[config.mk]
export PLATFORM = sky130hd
export DESIGN_NAME = instr_loader
export DESIGN_NICKNAME = d
export VERILOG_FILES = /design/src/rtl/instr_loader.sv
export SDC_FILE = /design/constraint.sdc
export NUM_CORES = 1
export LEC_CHECK = 0
export ABC_AREA = 1
export ABC_CLOCK_PERIOD_IN_PS = 2000
export CAP_MARGIN = 20
export CORE_UTILIZATION = 48
export CTS_CLUSTER_SIZE = 10
export DETAILED_ROUTE_END_ITERATION = 8
export GPL_TIMING_DRIVEN = 0
export PLACE_DENSITY = 0.81
export SYNTH_ARGS = -nofsm -noshare
export SYNTH_HDL_FRONTEND = slang
export SYNTH_SLANG_ARGS = --single-unit
export TNS_END_PERCENT = 1
[constraint.sdc]
create_clock -name clk -period 2 [get_ports clk]
set_input_delay 0.2 -clock clk [delete_from_list [all_inputs] [get_ports clk]]
set_output_delay 0.2 -clock clk [all_outputs]
set_load 0.1 [all_outputs]
[src/rtl/instr_loader.sv]
// instr_loader: boot-time byte-stream loader. Assembles big-endian 32-bit words,
// writes them into the CPU instruction memory, then holds and releases CPU reset.
module instr_loader #(
    parameter logic [31:0] START_ADDR = 32'h0000_0000,
    parameter int unsigned MAX_WORDS  = 64,
    parameter int unsigned RST_HOLD   = 4
) (
    input  logic        clk,
    input  logic        rst,
    input  logic        start,
    input  logic [7:0]  in_data,
    input  logic        in_valid,
    output logic        in_ready,
    output logic        initialize,
    output logic [31:0] instruction_initialize_data,
    output logic [31:0] instruction_initialize_address,
    output logic        cpu_rst,
    output logic        busy,
    output logic        done,
    output logic        error,
    output logic [15:0] words_loaded
);
    typedef enum logic [2:0] {
        IDLE   = 3'd0,
        HDR_HI = 3'd1,
        HDR_LO = 3'd2,
        DATA   = 3'd3,
        FLUSH  = 3'd4,
        HOLD   = 3'd5,
        RUN    = 3'd6,
        ERR    = 3'd7
    } state_t;

    localparam logic [15:0] MAX_W     = 16'(MAX_WORDS);
    localparam logic [7:0]  HOLD_INIT = 8'(RST_HOLD - 1);

    state_t      state_q, state_d;
    logic [15:0] count_q, count_d;
    logic [1:0]  byte_cnt_q, byte_cnt_d;
    logic [31:0] asm_q, asm_d;
    logic [31:0] data_q, data_d;
    logic [31:0] addr_q, addr_d;
    logic [15:0] words_q, words_d;
    logic [7:0]  hold_q, hold_d;
    logic        in_ready_q, in_ready_d;
    logic        initialize_q, initialize_d;
    logic        cpu_rst_q, cpu_rst_d;
    logic        busy_q, busy_d;
    logic        done_q, done_d;
    logic        error_q, error_d;
    logic        accept_s;

    // in_ready is a registered state decode, so no path from in_valid to in_ready
    assign accept_s = in_valid && in_ready_q;

    // Next-state and datapath computation
    always_comb begin
        state_d    = state_q;
        count_d    = count_q;
        byte_cnt_d = byte_cnt_q;
        asm_d      = asm_q;
        data_d     = data_q;
        addr_d     = addr_q;
        words_d    = words_q;
        hold_d     = hold_q;
        case (state_q)
            IDLE, RUN, ERR: begin
                if (start) begin
                    state_d    = HDR_HI;
                    words_d    = 16'd0;
                    data_d     = 32'd0;
                    addr_d     = START_ADDR;
                    byte_cnt_d = 2'd0;
                    asm_d      = 32'd0;
                end else begin
                    state_d = state_q;
                end
            end
            HDR_HI: begin
                if (accept_s) begin
                    count_d = {in_data, count_q[7:0]};
                    state_d = HDR_LO;
                end else begin
                    state_d = HDR_HI;
                end
            end
            HDR_LO: begin
                if (accept_s) begin
                    count_d = {count_q[15:8], in_data};
                    if (count_d == 16'd0) begin
                        state_d = HOLD;
                        hold_d  = HOLD_INIT;
                    end else if (count_d > MAX_W) begin
                        state_d = ERR;
                    end else begin
                        state_d = DATA;
                    end
                end else begin
                    state_d = HDR_LO;
                end
            end
            DATA: begin
                if (accept_s) begin
                    asm_d      = {asm_q[23:0], in_data};
                    byte_cnt_d = byte_cnt_q + 2'd1;
                    if (byte_cnt_q == 2'd3) begin
                        // Address uses the pre-increment count: word k lands at START_ADDR + 4k
                        data_d  = asm_d;
                        addr_d  = START_ADDR + {14'd0, words_q, 2'b00};
                        words_d = words_q + 16'd1;
                        if (words_d == count_q) begin
                            state_d = FLUSH;
                        end else begin
                            state_d = DATA;
                        end
                    end else begin
                        state_d = DATA;
                    end
                end else begin
                    state_d = DATA;
                end
            end
            FLUSH: begin
                state_d = HOLD;
                hold_d  = HOLD_INIT;
            end
            HOLD: begin
                if (hold_q == 8'd0) begin
                    state_d = RUN;
                end else begin
                    hold_d = hold_q - 8'd1;
                end
            end
            default: state_d = IDLE;
        endcase
    end

    // Output decode of the next state, registered alongside it
    always_comb begin
        in_ready_d   = 1'b0;
        initialize_d = 1'b0;
        busy_d       = 1'b0;
        done_d       = 1'b0;
        error_d      = 1'b0;
        cpu_rst_d    = 1'b1;
        case (state_d)
            HDR_HI, HDR_LO, DATA: begin
                in_ready_d   = 1'b1;
                initialize_d = 1'b1;
                busy_d       = 1'b1;
            end
            FLUSH: begin
                initialize_d = 1'b1;
                busy_d       = 1'b1;
            end
            HOLD:    busy_d = 1'b1;
            RUN: begin
                done_d    = 1'b1;
                cpu_rst_d = 1'b0;
            end
            ERR:     error_d = 1'b1;
            default: cpu_rst_d = 1'b1;
        endcase
    end

    // State and output registers
    always_ff @(posedge clk or negedge rst) begin
        if (!rst) begin
            state_q      <= IDLE;
            count_q      <= 16'd0;
            byte_cnt_q   <= 2'd0;
            asm_q        <= 32'd0;
            data_q       <= 32'd0;
            addr_q       <= START_ADDR;
            words_q      <= 16'd0;
            hold_q       <= 8'd0;
            in_ready_q   <= 1'b0;
            initialize_q <= 1'b0;
            cpu_rst_q    <= 1'b1;
            busy_q       <= 1'b0;
            done_q       <= 1'b0;
            error_q      <= 1'b0;
        end else begin
            state_q      <= state_d;
            count_q      <= count_d;
            byte_cnt_q   <= byte_cnt_d;
            asm_q        <= asm_d;
            data_q       <= data_d;
            addr_q       <= addr_d;
            words_q      <= words_d;
            hold_q       <= hold_d;
            in_ready_q   <= in_ready_d;
            initialize_q <= initialize_d;
            cpu_rst_q    <= cpu_rst_d;
            busy_q       <= busy_d;
            done_q       <= done_d;
            error_q      <= error_d;
        end
    end

    assign in_ready                       = in_ready_q;
    assign initialize                     = initialize_q;
    assign instruction_initialize_data    = data_q;
    assign instruction_initialize_address = addr_q;
    assign cpu_rst                        = cpu_rst_q;
    assign busy                           = busy_q;
    assign done                           = done_q;
    assign error                          = error_q;
    assign words_loaded                   = words_q;
endmodule

==> results by group <==
Global route
  – Largest net degree at the start of global routing: roughly 90
  – Vias in the first global route: slightly above 5,000
  – First-pass GRT wire length: 25,800 um
  – Initial antenna violation count: 0
  – Tot GR Track Use: between 20% and 30%
  – Grt ovf: 0

Timing
  – Worst slew pin tran: 1.00 ns
  – RSZ-0062 raised after global routing: yes
  – Min Clock Period, post-route: 2.30 ns
  – Final Max Slew Viols: 0
  – Tcrit/Tclk final: 115%
  – Final Hold Viols: 0
  – Post-route setup slack: -0.296 ns
  – Final Skew: 0.00835 ns
  – # setup viols final: 38
  – Max Freq: roughly 0.44 GHz
  – Max-slew headroom: 33.4%

Floorplan
  – Io pins: about 100
  – # rows: 39
  – Die width: roughly 110 um
  – Core ar.: 0.0115 sq mm
  – Die ar.: around 0.012 sq mm
  – Starting Density: 49.4%
  – Die height: 111 um

Setup path
  – Crit path DAT: ~2.6 ns
  – R2R cell count: 16
  – Reg-to-reg endpoint: initialize$_DFF_PN0_
  – CP max FO: 7
  – Type of the worst setup path: flip-flop to flip-flop
  – CP startpoint kind: flip-flop
  – Worst r2r src: words_loaded[0]$_DFFE_PN0P_
  – Endpoint class of the critical path: flip-flop
  – Critical path required time: 2.32 ns
  – Setup slack, reg-to-reg: -0.30 ns

Final layout
  – Filler cells: roughly 860
  – Layout cell share with drive strength beyond 1: between 10% and 20%
  – Nets: between 700 and 800
  – Fin util: roughly 66%
  – Final Cell Area: about 0.0076 sq mm
  – Final antenna diode count: 0
  – Synthesis-to-layout area growth: 34.4%
  – Post-route insts no fill: 939

Logic synthesis
  – Mapped Cells: around 660
  – Post-synth top flop: dfrtp_1
  – Synth Warn #: 0
  – Sequential-to-total area share from yosys stat: a little over half
  – EDFF count, synth: 0
  – Count of cell types in the netlist: 37
  – Syn_area_per_cell: approximately 8.6 sq um
  – Yosys reg bits: approximately 120
  – Synthesized cell area: 0.00567 sq mm
  – Post-synth ARST share: 100%

Flow run
  – Max-cap viol count: 0

Clocking
  – Clk slew on worst S/H paths: 0.06 ns
  – CTS tree: built
  – H-tree levels: 4
  – Cts bufs inserted: 17
  – Clock Path Buffers: 2
  – Clk Tree Root Cell: clkbuf_16
  – Clock Latency Late Sink: 0.43 ns
  – TritonCTS Sinks: ~120

Route
  – Top routing layer used: met4
  – Routed wire length per instance: approximately 17 um
  – Met2 wire len: about 8100 um
  – Via count: about 5,100
  – Initial DRC Count: between 400 and 500
  – Drt via density: approximately 5.5
  – Wl on met1: between 6000 and 7000 um
  – Drt drc: 0
  – WL met3: 953 um
  – Final ANT Viol Nets: 0
  – DR pass1 iterations: 5
  – DRT Wirelength: 16,100 um

Place
  – Post-Place Cells: 898
  – Placer Congestion: around 0.94
  – PortBufs: 81
  – Placement Cell Area: 0.00684 sq mm
  – Dpl hpwl: about 11,000 um

Power
  – Pwr/cell area: between 1000 and 1500 mW/mm^2
  – Tot Pwr: 10,800 uW
  – Static leakage: around 0.0038 uW
  – VDD IR max: about 1.4 mV

Outcome
  – Status: complete, but fails checks
  – Failing checks: negative setup slack

Hold path
  – Worst hold path class: primary input to asynchronous set/reset pin
-- cells in the final DEF (no fill, tap or decap), types with 3 or more instances in the layout --
cell | Yosys | routed
dfrtp_4 | 0 | 9
conb_1 | 1 | 16
o21ai_1 | 3 | 4
buf_4 | 18 | 30
a21oi_1 | 7 | 7
o21ai_0 | 77 | 74
dfrtp_1 | 122 | 106
o22ai_1 | 36 | 36
clkbuf_16 | 0 | 17
inv_2 | 7 | 10
nand2_2 | 5 | 12
buf_6 | 1 | 5
clkbuf_1 | 10 | 4
inv_1 | 89 | 86
nand2_1 | 147 | 137
dlygate4sd2_1 | 0 | 69
clkdlybuf4s50_1 | 0 | 10
clkbuf_2 | 0 | 6
nand3_2 | 1 | 6
nor2_1 | 31 | 21
nand2_4 | 0 | 3
nand3_1 | 44 | 38
nand4_1 | 16 | 16
dfrtp_2 | 0 | 7
nor2_4 | 6 | 11
bufinv_16 | 0 | 5
nor2_2 | 3 | 8
clkinv_4 | 0 | 3
xor2_1 | 5 | 5
-- sequential cells by signal (all words and copies together), names as in the netlist --
| register | count |
|---|---|
| done | 1 |
| hold_q | 8 |
| state_q | 3 |
| error | 1 |
| asm_q | 24 |
| byte_cnt_q | 2 |
| initialize | 1 |
| cpu_rst | 1 |
| instruction_initialize_data | 32 |
| words_loaded | 16 |
| in_ready | 1 |
| instruction_initialize_address | 16 |
| busy | 1 |
| count_q | 16 |
-- critical path: stages, from the launching register on --
cell	delay, ns
dfrtp_4	0.47
ha_4	0.19
nand2_4	0.06
nor2_4	0.23
nand4_1	0.16
nand2_1	0.12
nand2_1	0.05
nand2_1	0.05
nand2_1	0.08
nor2_4	0.14
nand3_2	0.10
nand2_2	0.10
nand2_1	0.08
nand2_2	0.14
nand2_1	0.09
nand2_2	0.07
nand2_1	0.05
-- stage by stage --
step	setup WS, ns	TNS (ns)	hold WS [ns]
6_report	-0.296	-3.63	0.233
5_1_grt	-0.421	-15.46	0.267
4_1_cts	-0.270	-2.76	0.251
3_5_place_dp	-0.397	-11.81	0.117
3_3_place_gp	-4.61	-482.35	0.468
2_1_floorplan	-0.115	-0.605	-0.0956
-- worst max-delay path by stage --
stage	slack [ns]	cells past startpoint	end	startpoint
finish	-0.30	16	initialize$_DFF_PN0_	words_loaded[0]$_DFFE_PN0P_
global placement	-4.61	1	words_loaded[5]$_DFFE_PN0P_	rst
CTS	-0.27	16	initialize$_DFF_PN0_	words_loaded[0]$_DFFE_PN0P_
detailed placement	-0.40	11	hold_q[6]$_DFFE_PN0P_	in_data[2]
floorplan	-0.12	18	initialize$_DFF_PN0_	words_loaded[0]$_DFFE_PN0P_
global route	-0.42	15	busy$_DFF_PN0_	words_loaded[0]$_DFFE_PN0P_
-- cell families after synthesis --
| family | synth area share (%) |
|---|---|
| DFF | 54.3 |
| other | 0.0661 |
| adders and majority gates | 0.662 |
| AOI/OAI and AO/OA | 12.7 |
| xor gates and xnor gates | 1.48 |
| and+or+nand+nor | 20.7 |
| buffers and inverters | 10.1 |
-- power by group --
group	internal [uW]	leakage, uW	switching (uW)	total, uW
Sequential	2950	0.00163	294	3240
Clock	2250	0.000314	1170	3420
Combinational	1130	0.00182	3030	4160
-- cell type report --
cell class | instances | area, sq um | area share (%)
clock buffers | 19 | 443 | 5.81
inverters | 96 | 360 | 4.73
well taps | 143 | 179 | 2.35
multi-input cells | 419 | 2230 | 29.3
plain buffers | 35 | 251 | 3.30
repair buffers | 91 | 818 | 10.7
flip-flops and latches | 123 | 3120 | 41.0
clock inverters | 13 | 214 | 2.81
-- what timing repair did --
item	in CTS	in global routing
gates cloned	0	0
pin swaps	14	15
hold endpoints to repair	35	0
buffers inserted	4	4
endpoints found under the setup margin	148	110
hold buffers	1	0
resized for setup	98	35
-- metal layers --
metal | vias to the layer above | track usage, %
met1 | 2530 | 33.5
li1 | 2372 | -
met2 | 204 | 45.9
met4 | 0 | 12.1
met3 | 41 | 5.08
met5 | - | 0
-- Yosys cell counts, types with 2 or more instances --
library cell    n  area share (%)
or2_2           2            0.22
buf_4          18             2.4
nand2_2         5            0.55
o31ai_1         2            0.26
xnor2_1         2            0.31
clkbuf_1       10            0.66
inv_1          89             5.9
nor2_4          6             1.2
nand4_1        16             1.8
nor2_1         31             2.1
xor2_1          5            0.77
a21oi_1         7            0.62
nand2_1       147             9.7
inv_2           7            0.46
o21ai_1         3            0.26
buf_2           6            0.53
ha_1            3            0.66
dfrtp_1       122              54
nand3_1        44             3.9
nor3_1          2            0.18
o21ai_0        77             6.8
o22ai_1        36             4.0
nor2_2          3            0.33
nor4_1          2            0.22
Power figures use the tool's default switching activity.
